File: src/rtl/seq_scan_pkg.sv
// Shared types for the round-robin arbiter in front of the serial 0111 detector.
package seq_scan_pkg;

  typedef enum logic [1:0] {
    S0 = 2'd0,
    S1 = 2'd1,
    S2 = 2'd2,
    S3 = 2'd3
  } det_state_t;

  typedef enum logic [1:0] {
    IDLE = 2'd0,
    SCAN = 2'd1,
    RESP = 2'd2
  } ctl_state_t;

endpackage

File: src/rtl/seq_detect_core.sv
// Mealy detector for the serial pattern 0111; clear restarts it so matches never span words.
module seq_detect_core
  import seq_scan_pkg::*;
(
  input  logic clk,
  input  logic reset,
  input  logic clear,
  input  logic d,
  output logic match
);

  det_state_t state, state_nx;

  always_ff @(posedge clk or posedge reset) begin
    if (reset) state <= S0;
    else       state <= state_nx;
  end

  always_comb begin
    state_nx = state;
    if (clear) begin
      state_nx = S0;
    end else begin
      case (state)
        S0:      state_nx = d ? S0 : S1;
        S1:      state_nx = d ? S2 : S1;
        S2:      state_nx = d ? S3 : S1;
        S3:      state_nx = d ? S0 : S1;
        default: state_nx = S0;
      endcase
    end
  end

  assign match = (state == S3) && d;

endmodule

File: src/rtl/seq_scan_arbiter.sv
// Round-robin front end that feeds one requester word at a time, MSB first, through the
// shared 0111 detector and returns the match count with the requester id.
module seq_scan_arbiter
  import seq_scan_pkg::*;
#(
  parameter  int NREQ  = 4,
  parameter  int WIDTH = 8,
  localparam int IDW   = $clog2(NREQ),
  localparam int CW    = $clog2(WIDTH + 1)
) (
  input  logic                  clk,
  input  logic                  reset,
  input  logic [NREQ-1:0]       req_valid,
  input  logic [NREQ*WIDTH-1:0] req_data,
  output logic [NREQ-1:0]       req_ready,
  output logic                  resp_valid,
  input  logic                  resp_ready,
  output logic [IDW-1:0]        resp_id,
  output logic [CW-1:0]         resp_count,
  output logic                  busy
);

  localparam int            BW       = $clog2(WIDTH);
  localparam logic [IDW-1:0] LAST_IDX = IDW'(NREQ - 1);
  localparam logic [IDW:0]   NREQ_V   = (IDW + 1)'(NREQ);

  ctl_state_t       state, state_nx;
  logic [WIDTH-1:0] shreg;
  logic [BW-1:0]    bit_cnt;
  logic [CW-1:0]    match_cnt;
  logic [IDW-1:0]   last_grant;
  logic [IDW-1:0]   start, off, grant;
  logic [IDW:0]     sum;
  logic [2*NREQ-1:0] dbl;
  logic [NREQ-1:0]  rot;
  logic             found;
  logic             any_valid;
  logic             accept;
  logic             det_match;
  logic [WIDTH-1:0] word_sel;

  // Round robin: rotate so the search starts after last_grant, take the lowest set bit,
  // then rotate the index back.
  always_comb begin
    start = (last_grant == LAST_IDX) ? '0 : last_grant + 1'b1;
    dbl   = {req_valid, req_valid};
    rot   = dbl[start +: NREQ];
    off   = '0;
    found = 1'b0;
    for (int i = 0; i < NREQ; i++) begin
      if (!found && rot[i]) begin
        off   = IDW'(i);
        found = 1'b1;
      end
    end
    sum = {1'b0, start} + {1'b0, off};
    if (sum >= NREQ_V) sum = sum - NREQ_V;
    grant = sum[IDW-1:0];
  end

  always_comb begin
    word_sel = '0;
    for (int i = 0; i < NREQ; i++) begin
      if (grant == IDW'(i)) word_sel = req_data[i*WIDTH +: WIDTH];
    end
  end

  // Handshakes: a transfer happens on a rising edge where valid and ready are both high.
  // req_ready depends only on state and req_valid; resp_valid holds until resp_ready.
  assign any_valid = |req_valid;

  always_comb begin
    req_ready = '0;
    if (state == IDLE && any_valid) req_ready[grant] = 1'b1;
  end

  assign accept = |(req_valid & req_ready);

  always_ff @(posedge clk or posedge reset) begin
    if (reset) state <= IDLE;
    else       state <= state_nx;
  end

  always_comb begin
    state_nx = state;
    case (state)
      IDLE:    if (accept) state_nx = SCAN;
      SCAN:    if (bit_cnt == '0) state_nx = RESP;
      RESP:    if (resp_ready) state_nx = IDLE;
      default: state_nx = IDLE;
    endcase
  end

  always_ff @(posedge clk or posedge reset) begin
    if (reset) begin
      shreg      <= '0;
      bit_cnt    <= '0;
      match_cnt  <= '0;
      resp_id    <= '0;
      last_grant <= LAST_IDX;
      resp_valid <= 1'b0;
      busy       <= 1'b0;
    end else begin
      resp_valid <= (state_nx == RESP);
      busy       <= (state_nx != IDLE);
      case (state)
        IDLE: begin
          if (accept) begin
            shreg      <= word_sel;
            resp_id    <= grant;
            last_grant <= grant;
            match_cnt  <= '0;
            bit_cnt    <= BW'(WIDTH - 1);
          end
        end
        SCAN: begin
          shreg <= shreg << 1;
          if (det_match) match_cnt <= match_cnt + 1'b1;
          if (bit_cnt != '0) bit_cnt <= bit_cnt - 1'b1;
        end
        default: ;
      endcase
    end
  end

  assign resp_count = match_cnt;

  seq_detect_core u_det (
    .clk   (clk),
    .reset (reset),
    .clear (accept),
    .d     (shreg[WIDTH-1]),
    .match (det_match)
  );

endmodule

File: config.mk
export PLATFORM = sky130hd
export DESIGN_NAME = seq_scan_arbiter
export DESIGN_NICKNAME = d
export VERILOG_FILES = /design/src/rtl/seq_scan_pkg.sv /design/src/rtl/seq_detect_core.sv /design/src/rtl/seq_scan_arbiter.sv
export SDC_FILE = /design/constraint.sdc
export NUM_CORES = 1
export LEC_CHECK = 0
export ABC_AREA = 1
export BUFFER_PORTS_ARGS = -buffer_cell sky130_fd_sc_hd__buf_2
export CORE_MARGIN = 2
export CORE_UTILIZATION = 40
export CTS_CLUSTER_SIZE = 20
export DETAILED_ROUTE_END_ITERATION = 12
export GPL_ROUTABILITY_DRIVEN = 0
export PLACE_DENSITY = 0.66
export SLEW_MARGIN = 25
export SYNTH_ARGS = -nofsm -noshare
export SYNTH_HDL_FRONTEND = slang
export SYNTH_HIERARCHICAL = 1
export SYNTH_SLANG_ARGS = --single-unit
File: constraint.sdc
create_clock -name clk -period 3.1 [get_ports clk]
set_input_delay 0.465 -clock clk [delete_from_list [all_inputs] [get_ports clk]]
set_output_delay 0.465 -clock clk [all_outputs]
set_load 0.05 [all_outputs]
==> impl_results.md <==
* Status: complete, no violations
* Rel. slew slack at 41.9%
* Setup TNS at 0 ns
* Rows at 24
* Worst-margin pin slew at 0.871 ns
* Clk_skew at 0.00209 ns
* CTS tree: done
* Via Count at 1896
* Min cycle time layout at 3.07 ns
* CP Max Fanout at 4
* DRC errors left at 0
* Total of max-cap violations at 0
* Internal reg-to-reg setup slack at 0.13 ns
* Initial Utilization at 42.0%
* Clk root buf: clkbuf_8
* Die area at 0.00516 mm^2
* Syn Nets at 308
* Fin area at 0.00245 mm^2
* #FFs+latches synth at 25
* WL per Instance at 11.7 um
* Worst skew pair latency at 0.26 ns
* CTS Buffer Depth at 2
* CTS H-tree lvls at 1
* Synth Flop Type: dfrtp_1
* Worst setup path start: last_grant[1]
* Adder-Cell Fraction of Synth Area at 5.44%
* Final Slew Violations at 0
* Largest net degree at the start of global routing at 24
* Placed cell areas at 0.00217 mm^2
* Critical path data arrival time at 2.61 ns
* First-pass GRT wire length at 7160 um
* Die W at 71.8 um
* Kind of critical path: register to output pin
* Synth Warn # at 6
* Reg clk slew, reported paths at 0.08 ns
* Min Hold Slack at 0.0456 ns
* Startpoint types: register
* Antenna-violating nets left at 0
* Final Setup Violations at 0
* Min-Delay Path Class: input port to asynchronous set/reset pin
* Sink Count at 25
* ANT cells at 0
* DP HPWL at 3250 um
* Number of distinct library cells after synthesis at 30
* Setup crit end kind: output pin
* Syn avg cell area at 7.05 um^2
* # port buffers at 50
* Fin nets at 378
* Register area share after synthesis at 34.1%
* Initial antenna violation count at 0
* FF-to-FF Start: last_grant[1]
* Cells after DPL at 362
* Share of layout cells above drive strength 1 at 33.6%
* EDFF count, synth at 0
* DIE HEIGHT at 71.8 um
* Final Non-Filler Cells at 382
* Core area at 0.00438 mm^2
* Fraction of registers with async set/reset at 100%
* I/O pin cnt at 51
* First-pass DRT Iterations at 4
* Num CTS Buffers at 3
* Simple-Gate Fraction of Synth Area at 49.1%
* Syn-to-layout area delta at 33.0%
* Gr usage total at 17.3%
* Initial DRC Count at 79
* Synthesized cell area at 0.00184 mm^2
* Hold_buf cts at 0
* Total Routed Length at 4460 um
* Tcrit/Tclk final at 99.0%
* Critical Path RT at 2.63 ns
* RSZ-0062 raised after global routing: true
* Final count of hold timing violations at 0
* Mapped Cells at 261
* Vias per inst at 4.96
* Xor-xnor portion of the synthesized cell area at 1.43%
* Post-synthesis mux area share at 0%
* Largest family of logic cells by synthesized area: simple AND/OR/NAND/NOR gates
* Fraction of the mapped netlist area in compound gates at 1.70%
* Congestion Overflow GR at 0
* Fmax at 0.326 GHz
* Number of global-route vias before repair at 1630
-- worst max-delay path, stage by stage (launching register included) --
cell and delay, ns:
dfstp_2 0.56, ha_4 0.22, inv_1 0.12, nand3_1 0.11
nand2_2 0.08, a31oi_1 0.07, nor2_1 0.14, ha_2 0.24
xor2_4 0.19, inv_2 0.06, nand3_4 0.12, nand4_1 0.13
inv_1 0.13, buf_6 0.17
-- Yosys cell counts (2+ instances only) --
library cell | number | area, um^2
nand4_1 | 14 | 87.6
nor3_1 | 2 | 10.0
ha_1 | 8 | 100
buf_6 | 2 | 22.5
dfrtp_1 | 23 | 576
nor2_1 | 20 | 75.1
inv_2 | 3 | 11.3
nand2_1 | 85 | 319
clkbuf_1 | 3 | 11.3
xor2_1 | 3 | 26.3
dfstp_2 | 2 | 52.6
o21ai_0 | 3 | 15.0
inv_1 | 25 | 93.8
nand2_4 | 2 | 22.5
nand3_1 | 41 | 205
nor2_4 | 4 | 45.0
nand3b_1 | 2 | 15.0
nand2_2 | 7 | 43.8
-- metrics by stage --
stage	util [%]	setup WS [ns]
after floorplan	-	-0.0408
after global placement	49.5	0.0932
after detailed placement	49.5	0.0257
after CTS	51.8	0.000804
after global routing	55.8	-0.146
final	55.8	0.0298
-- layout make-up --
| class | instances | area (um^2) |
|---|---|---|
| clock buffer | 4 | 45.0 |
| fill | 423 | 1940 |
| inverter | 29 | 111 |
| multi-input combinational | 201 | 1160 |
| sequential | 25 | 628 |
| tap | 52 | 65.1 |
| timing repair buffer | 71 | 440 |
-- worst paths after layout --
check	to	cells after the start
setup / recovery	req_ready[1]	13
hold / removal	u_det/state[0]	2
setup reg to reg	shreg[7]	19
hold reg to reg	resp_id[1]	2
max in group asynchronous	shreg[2]	2
min in group clk	resp_id[1]	2
-- sequential cells by signal, indices dropped and copies added, names as in the netlist --
signal       flops
shreg            8
resp_count       4
bit_cnt          3
last_grant       2
resp_id          2
state            2
u_det/state      2
busy             1
resp_valid       1
-- timing repair --
item                                   4_1_cts  5_1_grt
setup endpoints to repair                    4       27
pin swaps                                    4       12
gates cloned                                 0        1
gates resized for setup                     11       17
endpoints found under the hold margin        0        0
setup buffers                                3       12
-- cell usage in the layout, fill, tap and decap left out, drive strengths merged, types with 2 or more instances in the layout --
master,n
dfrtp,23
nand3,42
ha,8
xor2,3
nor2,26
dfstp,2
nor3,3
inv,28
nand2,95
nand3b,2
nand4,14
clkbuf,4
o21ai,4
buf,71
-- logic make-up after synthesis --
family          count (synthesis)
xor+xnor                        3
buf+inv                        36
simple gates                  183
flops                          25
fa+ha+maj                       8
compound gates                  6
-- metal layers --
layer	up-vias	routed length, um	GRT usage (%)
li1	990	-	-
met1	864	2030	22.3
met4	0	33	3.14
met2	38	2210	30.1
met5	-	0	0
met3	4	187	3.52
Power is left out: the tool's default activity adds up to more than one toggle a clock period on the data nets, which glitch-free logic cannot reach.
